$ cat src/rtl/vtg_pkg.sv
// Shared constants and the period clamp helper for the variable tick generator.
// Latency: none (package only). Backpressure: none.
package vtg_pkg;

  localparam int unsigned VTG_MIN_PERIOD_DEF = 2;
  localparam int unsigned VTG_PRESCALE_DEF   = 1000;

  // Effective period: anything below the floor runs at the floor.
  function automatic logic [31:0] vtg_clamp(input logic [31:0] period,
                                            input logic [31:0] min_period);
    return (period < min_period) ? min_period : period;
  endfunction

endpackage

$ cat src/rtl/vtg_channel.sv
// One tick channel: period counter, latched period, square-wave and tick strobe.
// Latency: outputs registered, 1 clk after the deciding edge. Backpressure: none; adv paces it.
module vtg_channel
  import vtg_pkg::*;
#(
  parameter int unsigned WIDTH      = 10,
  parameter int unsigned MIN_PERIOD = VTG_MIN_PERIOD_DEF
) (
  input  logic             clk,
  input  logic             rst_n,
  input  logic             adv,
  input  logic             en,
  input  logic [WIDTH-1:0] period,
  output logic             clk_o,
  output logic             tick_o
);

  logic [WIDTH-1:0] cnt_q, cnt_d;
  logic [WIDTH-1:0] per_q, per_d;
  logic [WIDTH-1:0] eff;
  logic             clk_d, tick_d;

  assign eff = WIDTH'(vtg_clamp(32'(period), 32'(MIN_PERIOD)));

  always_comb begin
    cnt_d  = cnt_q;
    per_d  = per_q;
    tick_d = 1'b0;
    if (!en) begin
      // Parked one step before the wrap so the first adv after enable ticks at once.
      cnt_d = eff - WIDTH'(1);
      per_d = eff;
    end else if (adv) begin
      if (cnt_q == per_q - WIDTH'(1)) begin
        cnt_d  = '0;
        per_d  = eff;
        tick_d = 1'b1;
      end else begin
        cnt_d = cnt_q + WIDTH'(1);
      end
    end
    clk_d = en && (cnt_d < (per_d >> 1));
  end

  always_ff @(posedge clk or negedge rst_n) begin
    if (!rst_n) begin
      cnt_q  <= '0;
      per_q  <= WIDTH'(MIN_PERIOD);
      clk_o  <= 1'b0;
      tick_o <= 1'b0;
    end else begin
      cnt_q  <= cnt_d;
      per_q  <= per_d;
      clk_o  <= clk_d;
      tick_o <= tick_d;
    end
  end

endmodule

$ cat src/rtl/variable_tick_gen.sv
// Multi-channel programmable-period tick/enable-clock generator; VTG_PRESCALE_EN adds a shared advance divider.
// Latency: outputs registered, 1 clk. Backpressure: none; free-running per channel while en_i is high.
module variable_tick_gen
  import vtg_pkg::*;
#(
  parameter int unsigned CH         = 2,
  parameter int unsigned WIDTH      = 10,
  parameter int unsigned MIN_PERIOD = VTG_MIN_PERIOD_DEF,
  parameter int unsigned PRESCALE   = VTG_PRESCALE_DEF
) (
  input  logic                clk,
  input  logic                rst_n,
  input  logic [CH-1:0]       en_i,
  input  logic [CH*WIDTH-1:0] period_i,
  output logic [CH-1:0]       clk_o,
  output logic [CH-1:0]       tick_o
);

  if (MIN_PERIOD < 2 || MIN_PERIOD >= (1 << WIDTH) || PRESCALE < 1) begin : g_bad_cfg
    $error("variable_tick_gen: illegal MIN_PERIOD/PRESCALE for WIDTH");
  end

  logic adv;

`ifdef VTG_PRESCALE_EN
  localparam int unsigned PW = (PRESCALE > 1) ? $clog2(PRESCALE) : 1;

  logic [PW-1:0] pre_q;

  // Free-running; only reset restarts it, channel enables never touch it.
  always_ff @(posedge clk or negedge rst_n) begin
    if (!rst_n) begin
      pre_q <= '0;
    end else if (pre_q == PW'(PRESCALE - 1)) begin
      pre_q <= '0;
    end else begin
      pre_q <= pre_q + PW'(1);
    end
  end

  assign adv = (pre_q == PW'(PRESCALE - 1));
`else
  assign adv = 1'b1;
`endif

  for (genvar k = 0; k < CH; k++) begin : g_ch
    vtg_channel #(
      .WIDTH      (WIDTH),
      .MIN_PERIOD (MIN_PERIOD)
    ) u_ch (
      .clk    (clk),
      .rst_n  (rst_n),
      .adv    (adv),
      .en     (en_i[k]),
      .period (period_i[k*WIDTH +: WIDTH]),
      .clk_o  (clk_o[k]),
      .tick_o (tick_o[k])
    );
  end

endmodule

$ cat config.mk
export PLATFORM = sky130hd
export DESIGN_NAME = variable_tick_gen
export DESIGN_NICKNAME = d
export VERILOG_FILES = /design/src/rtl/vtg_pkg.sv /design/src/rtl/vtg_channel.sv /design/src/rtl/variable_tick_gen.sv
export SDC_FILE = /design/constraint.sdc
export NUM_CORES = 1
export LEC_CHECK = 0
export ABC_AREA = 1
export BUFFER_PORTS_ARGS = -buffer_cell sky130_fd_sc_hd__buf_4
export CORE_ASPECT_RATIO = 0.5
export CORE_UTILIZATION = 45
export CTS_CLUSTER_SIZE = 14
export DETAILED_ROUTE_END_ITERATION = 7
export PLACE_DENSITY = 0.77
export SYNTH_ARGS = -nofsm -noshare
export SYNTH_HDL_FRONTEND = slang
export SYNTH_SLANG_ARGS = --single-unit
$ cat constraint.sdc
create_clock -name clk -period 2.4 [get_ports clk]
set_input_delay 0 -clock clk [delete_from_list [all_inputs] [get_ports clk]]
set_output_delay 0 -clock clk [all_outputs]
set_load 0.005 [all_outputs]
==> flow_metrics.tcl, run 1 <==
set metrics [dict create \
    report.final.slew_viol_count 0 \
    antenna_found_initial 0 \
    area_growth_pct 33.5 \
    layout_commonest_cell "nand2_1" \
    ys.warnings.count 0 \
    crit_slowest_cell "dfstp_2" \
    synth-edff-count 0 \
    diodes 0 \
    wirelength_mm 10.3 \
    relSlewSlack_pct 61.2 \
    grtUsageTotal_pct 25.1 \
    crit_required_ps 2620 \
    whs_ps 64.8 \
    synth_top_cell_area_share_pct 29.0 \
    layout_common_cells "nand2_1 (113), buf_4 (93), inv_1 (81)" \
    synth_fp_nets 561 \
    start_kind "register" \
    dp_cells 707 \
    routed-via-count 3723 \
    total_leakage_power_nw 2.45 \
    powerDensity_nw_per_um2 526 \
    setup.worst_path.end_class "register" \
    fillers 603 \
    critPathLaunch "g_ch[1].u_ch.per_q[1]$_DFF_PN1_" \
    ys_ff_latch 44 \
    port_buffers 27 \
    setup_viol 2 \
    num-nets-final 660 \
    outcome "finished, violations left" \
    ys_seq_area_share_pct 30.5 \
    gr-total-overflow 0 \
    worst_hold_path_type "input pin to register" \
    start_util_pct 47.9 \
    dr.pass1.iters 5 \
    cp.arrival_ps 2940 \
    critPathMaxStageDelay_ps 550 \
    wl_per_cell_um 14.2 \
    ys_types 39 \
    drc 0 \
    die_h_um 65.4 \
    critPathKind "register to register" \
    post_dp_cell_area_um2 4430 \
    ant_nets 0 \
    dieArea_um2 8430 \
    rrSetupSlack_ps -330 \
    dp_hpwl_mm 7.20 \
    r2r-end "g_ch[1].u_ch.clk_o$_DFF_PN0_" \
    numCtsBuffers 5 \
    tightest_slew_ps 582 \
    final_core_util_pct 63.9 \
    grt_pass1_wl_mm 16.4 \
    drtIter0Drc 206 \
    power.total_w 0.00254 \
    timing.critical_path.to "g_ch[1].u_ch.clk_o$_DFF_PN0_" \
    synthTopCellsByArea "dfrtp_1 (29%), nand2_1 (12%), inv_1 (8.8%)" \
    post_synth_instance_area_um2 3620 \
    timing.final.crit_share_pct 114 \
    globalplace.congestion 0.976 \
    worstPathCellList "inv_2 > ha_4 > xnor2_1 > nor2_1 > nand2_1 > nor2_1 > nand2_1 > nor2_2 > nand2_2 > nand2_4 > inv_8 > nand2_1 > o21ai_2 > ha_1 > a21oi_2 > o21ai_2 > nand2_1 > nand2_1 > a21oi_2" \
    tritoncts "yes" \
    finalInstanceArea_um2 4840 \
    violations "setup timing" \
    clk_pin_slew_ps 60 \
    rsz0062_at_grt "yes" \
    ios 28 \
    worstRegToRegCells 19 \
    clk_latency_ps 280 \
    fmaxAchievable_ghz 0.367 \
    skew_ps 5.37 \
    core_area_um2 7570 \
    cts_buffer_depth 2 \
    cap_violations 0 \
    root_buffer "clkbuf_16" \
    die_w_um 129 \
    stdcell_count 723 \
    htreeDepth 2 \
    ys_async_sr_fraction_pct 100 \
    worst_slack_ps -325 \
    r2r_start "g_ch[1].u_ch.per_q[1]$_DFF_PN1_" \
    synthCells 515 \
    syn_avg_cell_area_um2 7.03 \
    grt_start_max_net_pins 45 \
    crit_top_cell "nand2_1" \
    crit_fanout 12 \
    grt_pass1_vias 3601 \
    fp-row-count 22 \
    yosysTopAreaCell "dfrtp_1" \
    viasPerCell 5.15 \
    min_period_ps 2730 \
    hold_viol 0 \
    drive_gt1_share_pct 29.8 \
    peakVddDrop_mv 0.382 \
    cts_sinks 44 \
    synth-main-ff-cell "dfrtp_1" \
]
power breakdown:
group / leakage, nW / total, W / internal (W) / switching (W)
combinational: 1.86 / 0.000940 / 0.000426 / 0.000514
sequential: 0.519 / 0.000903 / 0.000821 / 0.0000826
clock: 0.0712 / 0.000700 / 0.000416 / 0.000284
routing by layer:
layer  GRT usage, %  share of wire [%]  vias to the layer above
met1           30.5                 43                     1713
met2           44.7                 48                      152
met3           3.99                5.9                       28
met4           10.3                3.2                        0
li1               -                  -                     1830
met5              0                  0                        -
synthesized netlist by cell type (3+ instances only):
cell type / number
a21oi_1: 13
buf_4: 6
dfrtp_1: 42
ha_1: 22
inv_1: 85
inv_2: 8
nand2_1: 115
nand2_2: 4
nand2_4: 4
nand3_1: 40
nand4_1: 3
nor2_1: 53
nor2_2: 6
nor3_1: 12
o21ai_0: 17
o21ai_1: 7
o21ai_2: 9
o22ai_1: 8
or2_1: 3
xnor2_1: 14
xor2_1: 18
sequential cells by signal (all words and copies together), names as in the netlist:
register,flops
g_ch.u_ch.clk_o,2
g_ch.u_ch.cnt_q,20
g_ch.u_ch.tick_o,2
g_ch.u_ch.per_q,20
worst max-delay path: cells and delay by family, from the launching register on:
| kind | cells | cell delay [ps] |
|---|---|---|
| and+or+nand+nor | 10 | 910 |
| adders and majority gates | 2 | 560 |
| DFF | 1 | 550 |
| AOI/OAI and AO/OA | 4 | 410 |
| buffers and inverters | 2 | 130 |
| xor gates and xnor gates | 1 | 120 |
metrics by stage:
step                      TNS (ps)  setup slack [ps]
after floorplan               -245              -142
after global placement        -484              -368
after detailed placement      -602              -395
after CTS                     -398              -214
after global routing          -893              -478
final                         -525              -325
kinds of logic after synthesis:
kind of cell	after synthesis	synth area share (%)
AO/OA/AOI/OAI	61	10.4
XOR/XNOR	32	7.74
adder cells (fa/ha/maj)	22	7.60
buffers and inverters	103	11.7
AND/OR/NAND/NOR	253	32.1
flip-flops	44	30.5
area by class of cell:
| class | instances | area, um2 | area share (%) |
|---|---|---|---|
| inverter | 93 | 357 | 7.37 |
| multi-input combinational | 371 | 2320 | 48.0 |
| tap | 108 | 135 | 2.79 |
| sequential | 44 | 1100 | 22.8 |
| timing repair buffer | 99 | 772 | 16.0 |
| clock buffer | 8 | 146 | 3.03 |
how the worst min path moves through the flow:
stage | start | endpoint | slack, ps | cells past startpoint
2_1_floorplan | rst_n | g_ch[0].u_ch.clk_o$_DFF_PN0_ | -300 | 0
6_report | en_i[1] | g_ch[1].u_ch.cnt_q[5]$_DFF_PN0_ | 60 | 2
5_1_grt | en_i[1] | g_ch[1].u_ch.cnt_q[5]$_DFF_PN0_ | 90 | 2
4_1_cts | en_i[1] | g_ch[1].u_ch.cnt_q[5]$_DFF_PN0_ | 40 | 2
3_3_place_gp | rst_n | g_ch[1].u_ch.tick_o$_DFF_PN0_ | 40 | 1
3_5_place_dp | rst_n | g_ch[1].u_ch.cnt_q[1]$_DFF_PN0_ | 40 | 1
what timing repair did:
action / 4_1_cts / 5_1_grt
pin swaps: 22 / 8
endpoints found under the hold margin: 43 / 0
gates cloned: 3 / 0
endpoints found under the setup margin: 3 / 3
hold buffers: 2 / 0
setup buffers: 3 / 0
resized for setup: 25 / 17
Note: power is estimated with default switching activity, not from simulation.
==> inputs of run 2 (changes only) <==
- PLACE_DENSITY: 0.77 -> 0.67
==> run 2 against run 1 <==
  * Sequential cell count unchanged
  * Power is 7.0% higher
  * Routed wire length increased by 1.0%
  * First-iteration DRC count is 21% lower
  * Clock power grew 19%
  * Largest cell class unchanged
  * The run still ends with setup timing left
  * Critical path type unchanged
  * Core utilization increased by 2.5 points
  * Register-to-register slack worse by 40 ps
  * Highest routed layer unchanged
  * Design area grew 3.9%
  * Via count decreased by 1.2%
==> flow_metrics.tcl, run 2 (synthesis gave the netlist of run 1 again) <==
set metrics [dict create \
    outcome "finished, violations left" \
    violations "setup timing" \
    grtUsageMet2_pct 42.8 \
    worstRegToRegCells 12 \
    wl_per_cell_um 14.2 \
    peakVddDrop_mv 0.379 \
    wirelength_mm 10.4 \
    core_area_um2 7570 \
    whs_path_depth 3 \
    layout_commonest_cell "nand2_1" \
    power.total_w 0.00272 \
    drc 0 \
    grtUsageTotal_pct 23.7 \
    powerDensity_nw_per_um2 542 \
    dieArea_um2 8430 \
    r2r-end "g_ch[1].u_ch.clk_o$_DFF_PN0_" \
    post_dp_cell_area_um2 4430 \
    final_core_util_pct 66.3 \
    start_util_pct 47.9 \
    setup.worst_path.end_class "register" \
    htreeDepth 2 \
    numCtsBuffers 5 \
    met1_usage_pct 30.5 \
    dp_hpwl_mm 7.08 \
    layout_common_cells "nand2_1 (110), buf_4 (99), inv_1 (78)" \
    die_h_um 65.4 \
    drive_gt1_share_pct 32.6 \
    relSlewSlack_pct 51.7 \
    clk_latency_ps 290 \
    tritoncts "yes" \
    rrSetupSlack_ps -360 \
    worst_hold_path_type "input pin to register" \
    worst_slack_ps -361 \
    cap_violations 0 \
    cp.arrival_ps 2980 \
    hold_start "period_i[9]" \
    area_growth_pct 38.7 \
    critPathKind "register to register" \
    start_kind "register" \
    grtUsageMet3_pct 3.34 \
    gr-total-overflow 0 \
    diodes 0 \
    grt_pass1_wl_mm 15.5 \
    dr.pass1.iters 5 \
    grt_start_max_net_pins 45 \
    drtIter0Drc 163 \
    crit_required_ps 2620 \
    cts_sinks 44 \
    finalInstanceArea_um2 5020 \
    ant_nets 0 \
    skew_ps 7.91 \
    antenna_found_initial 0 \
    ios 28 \
    cts_buffer_depth 2 \
    min_period_ps 2760 \
    rsz0062_at_grt "yes" \
    whs_ps 68.3 \
    routed-via-count 3680 \
    tightest_slew_ps 718 \
    clk_pin_slew_ps 70 \
    timing.final.crit_share_pct 115 \
    dp_slack_ps -400 \
    hold_viol 0 \
    die_w_um 129 \
    num-nets-final 668 \
    top_regs "g_ch.u_ch.cnt_q: 20 flops, g_ch.u_ch.per_q: 20 flops" \
    root_buffer "clkbuf_16" \
    fp-row-count 22 \
    r2r_start "g_ch[1].u_ch.cnt_q[0]$_DFF_PN0_" \
    grt_pass1_vias 3383 \
    busiest_layer "met2" \
    globalplace.congestion 0.839 \
    viasPerCell 5.03 \
    report.final.slew_viol_count 0 \
    fmaxAchievable_ghz 0.362 \
    crit_fanout 5 \
    hold_end "g_ch[0].u_ch.cnt_q[9]$_DFF_PN0_" \
    setup_viol 2 \
    total_leakage_power_nw 2.53 \
    port_buffers 27 \
]
==> run 2: cell types whose count changed in the layout (fill, tap and decap cells not counted), moves of 3 or more <==
cell / previous run / this run
ha_4: 5 / 8
buf_4: 93 / 99
ha_1: 15 / 12
nand2_1: 113 / 110
inv_1: 81 / 78
inv_2: 11 / 14
==> run 2: repair_timing <==
action	CTS	global route
gates resized for setup	22	40
pin swaps	24	21
endpoints found under the setup margin	3	3
hold buffers	2	0
hold endpoints to repair	43	0
buffers inserted	6	4
gates cloned	4	0
==> run 2: layout make-up <==
| type | count | area [um2] |
|---|---|---|
| repair inverters | 1 | 11.3 |
| flip-flops and latches | 44 | 1100 |
| clock buffers | 7 | 153 |
| well taps | 108 | 135 |
| inverters | 93 | 357 |
| clock inverters | 1 | 30.0 |
| repair buffers | 106 | 828 |
| fillers | 588 | 2550 |
| multi-input cells | 371 | 2400 |
==> run 2: metrics by stage <==
stage	instances	setup TNS [ps]
6_report	731	-525
5_1_grt	731	-869
4_1_cts	727	-408
3_5_place_dp	707	-601
3_3_place_gp	707	-536
2_1_floorplan	515	-245
==> run 2: how the worst max path moves through the flow <==
stage | from | endpoint | slack (ps) | depth (start not counted)
after floorplan | g_ch[1].u_ch.per_q[1]$_DFF_PN1_ | g_ch[1].u_ch.clk_o$_DFF_PN0_ | -140 | 20
after global placement | g_ch[1].u_ch.per_q[1]$_DFF_PN1_ | g_ch[1].u_ch.clk_o$_DFF_PN0_ | -380 | 18
after detailed placement | g_ch[1].u_ch.per_q[1]$_DFF_PN1_ | g_ch[1].u_ch.clk_o$_DFF_PN0_ | -400 | 18
after CTS | g_ch[1].u_ch.per_q[1]$_DFF_PN1_ | g_ch[1].u_ch.clk_o$_DFF_PN0_ | -270 | 19
after global routing | g_ch[1].u_ch.cnt_q[0]$_DFF_PN0_ | g_ch[1].u_ch.clk_o$_DFF_PN0_ | -500 | 12
final | g_ch[1].u_ch.cnt_q[0]$_DFF_PN0_ | g_ch[1].u_ch.clk_o$_DFF_PN0_ | -360 | 12
==> run 2: routing by layer <==
layer / up-vias / part of all wire (%)
met3: 16 / 4.3
met2: 106 / 50
met1: 1709 / 43
met4: 0 / 2.1
met5: - / 0
li1: 1849 / -
==> run 2: worst max-delay path: stages (launching register included) <==
cell and delay (ps):
dfrtp_1 430, ha_1 210, nand3_1 160, nor4_1 580, nand2_1 140, xor2_1 190, o22ai_1 310, ha_4 270
inv_2 50, o2111ai_2 120, inv_1 90, nand2_2 50, a21oi_2 90
==> run 2: where the power goes <==
part | internal [W] | total (W) | switching (W)
logic | 0.000457 | 0.000989 | 0.000532
clock network | 0.000548 | 0.000830 | 0.000282
registers | 0.000821 | 0.000903 | 0.0000818
==> inputs of run 3 (changes only) <==
- MAX_ROUTING_LAYER: default -> met4
- PLACE_DENSITY: 0.67 -> 0.65
==> run 3 against run 2 <==
  * Sequential power down 0.7%
  * Design area decreased by 0.55%
  * Register-to-register slack better by 110 ps
  * Global-route usage up 1.4 points
  * Sequential share of layout area rose by 0.12 points
  * Worst hold slack got worse by 7.1 ps
  * Non-clock buffer count up 5
  * Final cell count increased by 0.41%
  * Sequential cell count unchanged
  * Critical endpoint unchanged
  * Power is 4.4% lower
  * Die area stayed put
  * Fmax is 4.0% higher
  * The run still ends with setup timing left
==> flow_metrics.tcl, run 3 (synthesis gave the netlist of run 1 again) <==
set metrics [dict create \
    worst_hold_path_type "input pin to register" \
    routed-via-count 3676 \
    drtIter0Drc 159 \
    tightest_slew_ps 590 \
    busiest_layer "met2" \
    area_growth_pct 37.9 \
    drive_gt1_share_pct 31.6 \
    grt_pass1_wl_mm 16.0 \
    wirelength_mm 9.77 \
    drc 0 \
    skew_ps 2.70 \
    cp.arrival_ps 2870 \
    grt_start_max_net_pins 45 \
    dp_cells 715 \
    grtUsageMet3_pct 3.01 \
    start_kind "register" \
    power.total_w 0.00260 \
    cts_sinks 44 \
    clk_pin_slew_ps 60 \
    grtUsageTotal_pct 25.0 \
    htreeDepth 2 \
    port_buffers 27 \
    critPathKind "register to register" \
    met1_usage_pct 30.3 \
    num-nets-final 671 \
    clk_latency_ps 280 \
    wl_per_cell_um 13.3 \
    outcome "finished, violations left" \
    globalplace.congestion 0.869 \
    crit_fanout 8 \
    root_buffer "clkbuf_16" \
    dr.pass1.iters 4 \
    dieArea_um2 8430 \
    relSlewSlack_pct 60.6 \
    core_area_um2 7570 \
    hold_viol 0 \
    grtUsageMet2_pct 44.9 \
    layout_common_cells "nand2_1 (112), buf_4 (101), inv_1 (80)" \
    viasPerCell 5.01 \
    cts_buffer_depth 2 \
    peakVddDrop_mv 0.277 \
    gr-total-overflow 0 \
    total_leakage_power_nw 2.52 \
    layout_commonest_cell "nand2_1" \
    fp-row-count 22 \
    stdcell_count 734 \
    report.final.slew_viol_count 0 \
    dp_hpwl_mm 7.21 \
    start_util_pct 47.9 \
    fmaxAchievable_ghz 0.377 \
    min_period_ps 2650 \
    powerDensity_nw_per_um2 521 \
    ant_nets 0 \
    rsz0062_at_grt "yes" \
    tritoncts "yes" \
    timing.final.crit_share_pct 111 \
    whs_ps 61.2 \
    diodes 0 \
    cap_violations 0 \
    numCtsBuffers 5 \
    worst_slack_ps -254 \
    dp_slack_ps -393 \
    setup.worst_path.end_class "register" \
    top_regs "g_ch.u_ch.cnt_q: 20 flops, g_ch.u_ch.per_q: 20 flops" \
    fin_setup_tns_ps -475 \
    ios 28 \
    die_h_um 65.4 \
    grt_pass1_vias 3580 \
    violations "setup timing" \
    setup_viol 2 \
    antenna_found_initial 0 \
    fillers 601 \
    crit_required_ps 2610 \
    die_w_um 129 \
]
-- run 3: changes by cell type in the layout (fill, tap and decap cells not counted), moves of 3 or more --
cell,change
o21ai_2,-4
buf_6,+3
nand3_2,-3
o21ai_1,+6
nand2_2,-3
-- run 3: final timing paths --
| check | startpoint | end | slack [ps] | cells after the start |
|---|---|---|---|---|
| min reg2reg | g_ch[1].u_ch.per_q[1]$_DFF_PN1_ | g_ch[1].u_ch.per_q[1]$_DFF_PN1_ | 560 | 2 |
| max | g_ch[1].u_ch.per_q[1]$_DFF_PN1_ | g_ch[1].u_ch.clk_o$_DFF_PN0_ | -250 | 19 |
| max in group asynchronous | rst_n | g_ch[0].u_ch.cnt_q[4]$_DFF_PN0_ | 1720 | 2 |
| min in group asynchronous | rst_n | g_ch[1].u_ch.tick_o$_DFF_PN0_ | 270 | 2 |
| min | period_i[19] | g_ch[1].u_ch.cnt_q[9]$_DFF_PN0_ | 60 | 3 |
| max reg2reg | g_ch[1].u_ch.per_q[1]$_DFF_PN1_ | g_ch[1].u_ch.clk_o$_DFF_PN0_ | -250 | 19 |
-- run 3: report_power, final --
group          total (W)  internal [W]  switching (W)
Sequential      0.000897      0.000821      0.0000765
Clock           0.000728      0.000444       0.000285
Combinational   0.000977      0.000459       0.000518
Total            0.00260       0.00172       0.000879
-- run 3: timing repair --
action                                  CTS  global route
hold buffers                              2             0
endpoints found under the hold margin    43             0
resized for setup                        35            20
endpoints found under the setup margin    2             3
pin swaps                                34            14
buffers inserted                          5             2
gates cloned                              2             0
-- run 3: layout make-up --
| cell class | count | area [um2] | share of cell area [%] |
|---|---|---|---|
| inverters | 93 | 357 | 7.14 |
| flip-flops and latches | 44 | 1100 | 22.1 |
| repair buffers | 111 | 877 | 17.6 |
| clock buffers | 8 | 156 | 3.13 |
| well taps | 108 | 135 | 2.71 |
| multi-input cells | 369 | 2360 | 47.2 |
| repair inverters | 1 | 6.26 | 0.125 |
-- run 3: critical path: stages, from the launching register on --
cell and delay [ps]:
dfstp_2 550, inv_2 50, ha_4 160, inv_1 40
nand2_1 40, nand2_1 80, xor2_1 150, nor2_1 50
nand2_1 70, nor2_2 40, nand2_2 120, nand2_8 100
or2_1 250, o21ai_1 150, ha_1 300, a21oi_2 140
o21ai_1 70, nand2_1 60, nand2_1 50, a21oi_1 100
-- run 3: metrics by stage --
step | area [um2] | util (%)
6_report | 4990 | 66.0
5_1_grt | 4990 | 66.0
4_1_cts | 4870 | 64.4
3_5_place_dp | 4490 | 59.3
3_3_place_gp | 4490 | 59.3
2_1_floorplan | 3660 | -
-- run 3: metal layers --
| layer | up-vias | part of all wire [%] |
|---|---|---|
| met3 | 17 | 5.0 |
| met1 | 1705 | 45 |
| met4 | 0 | 1.6 |
| li1 | 1858 | - |
| met5 | - | 0 |
| met2 | 96 | 49 |
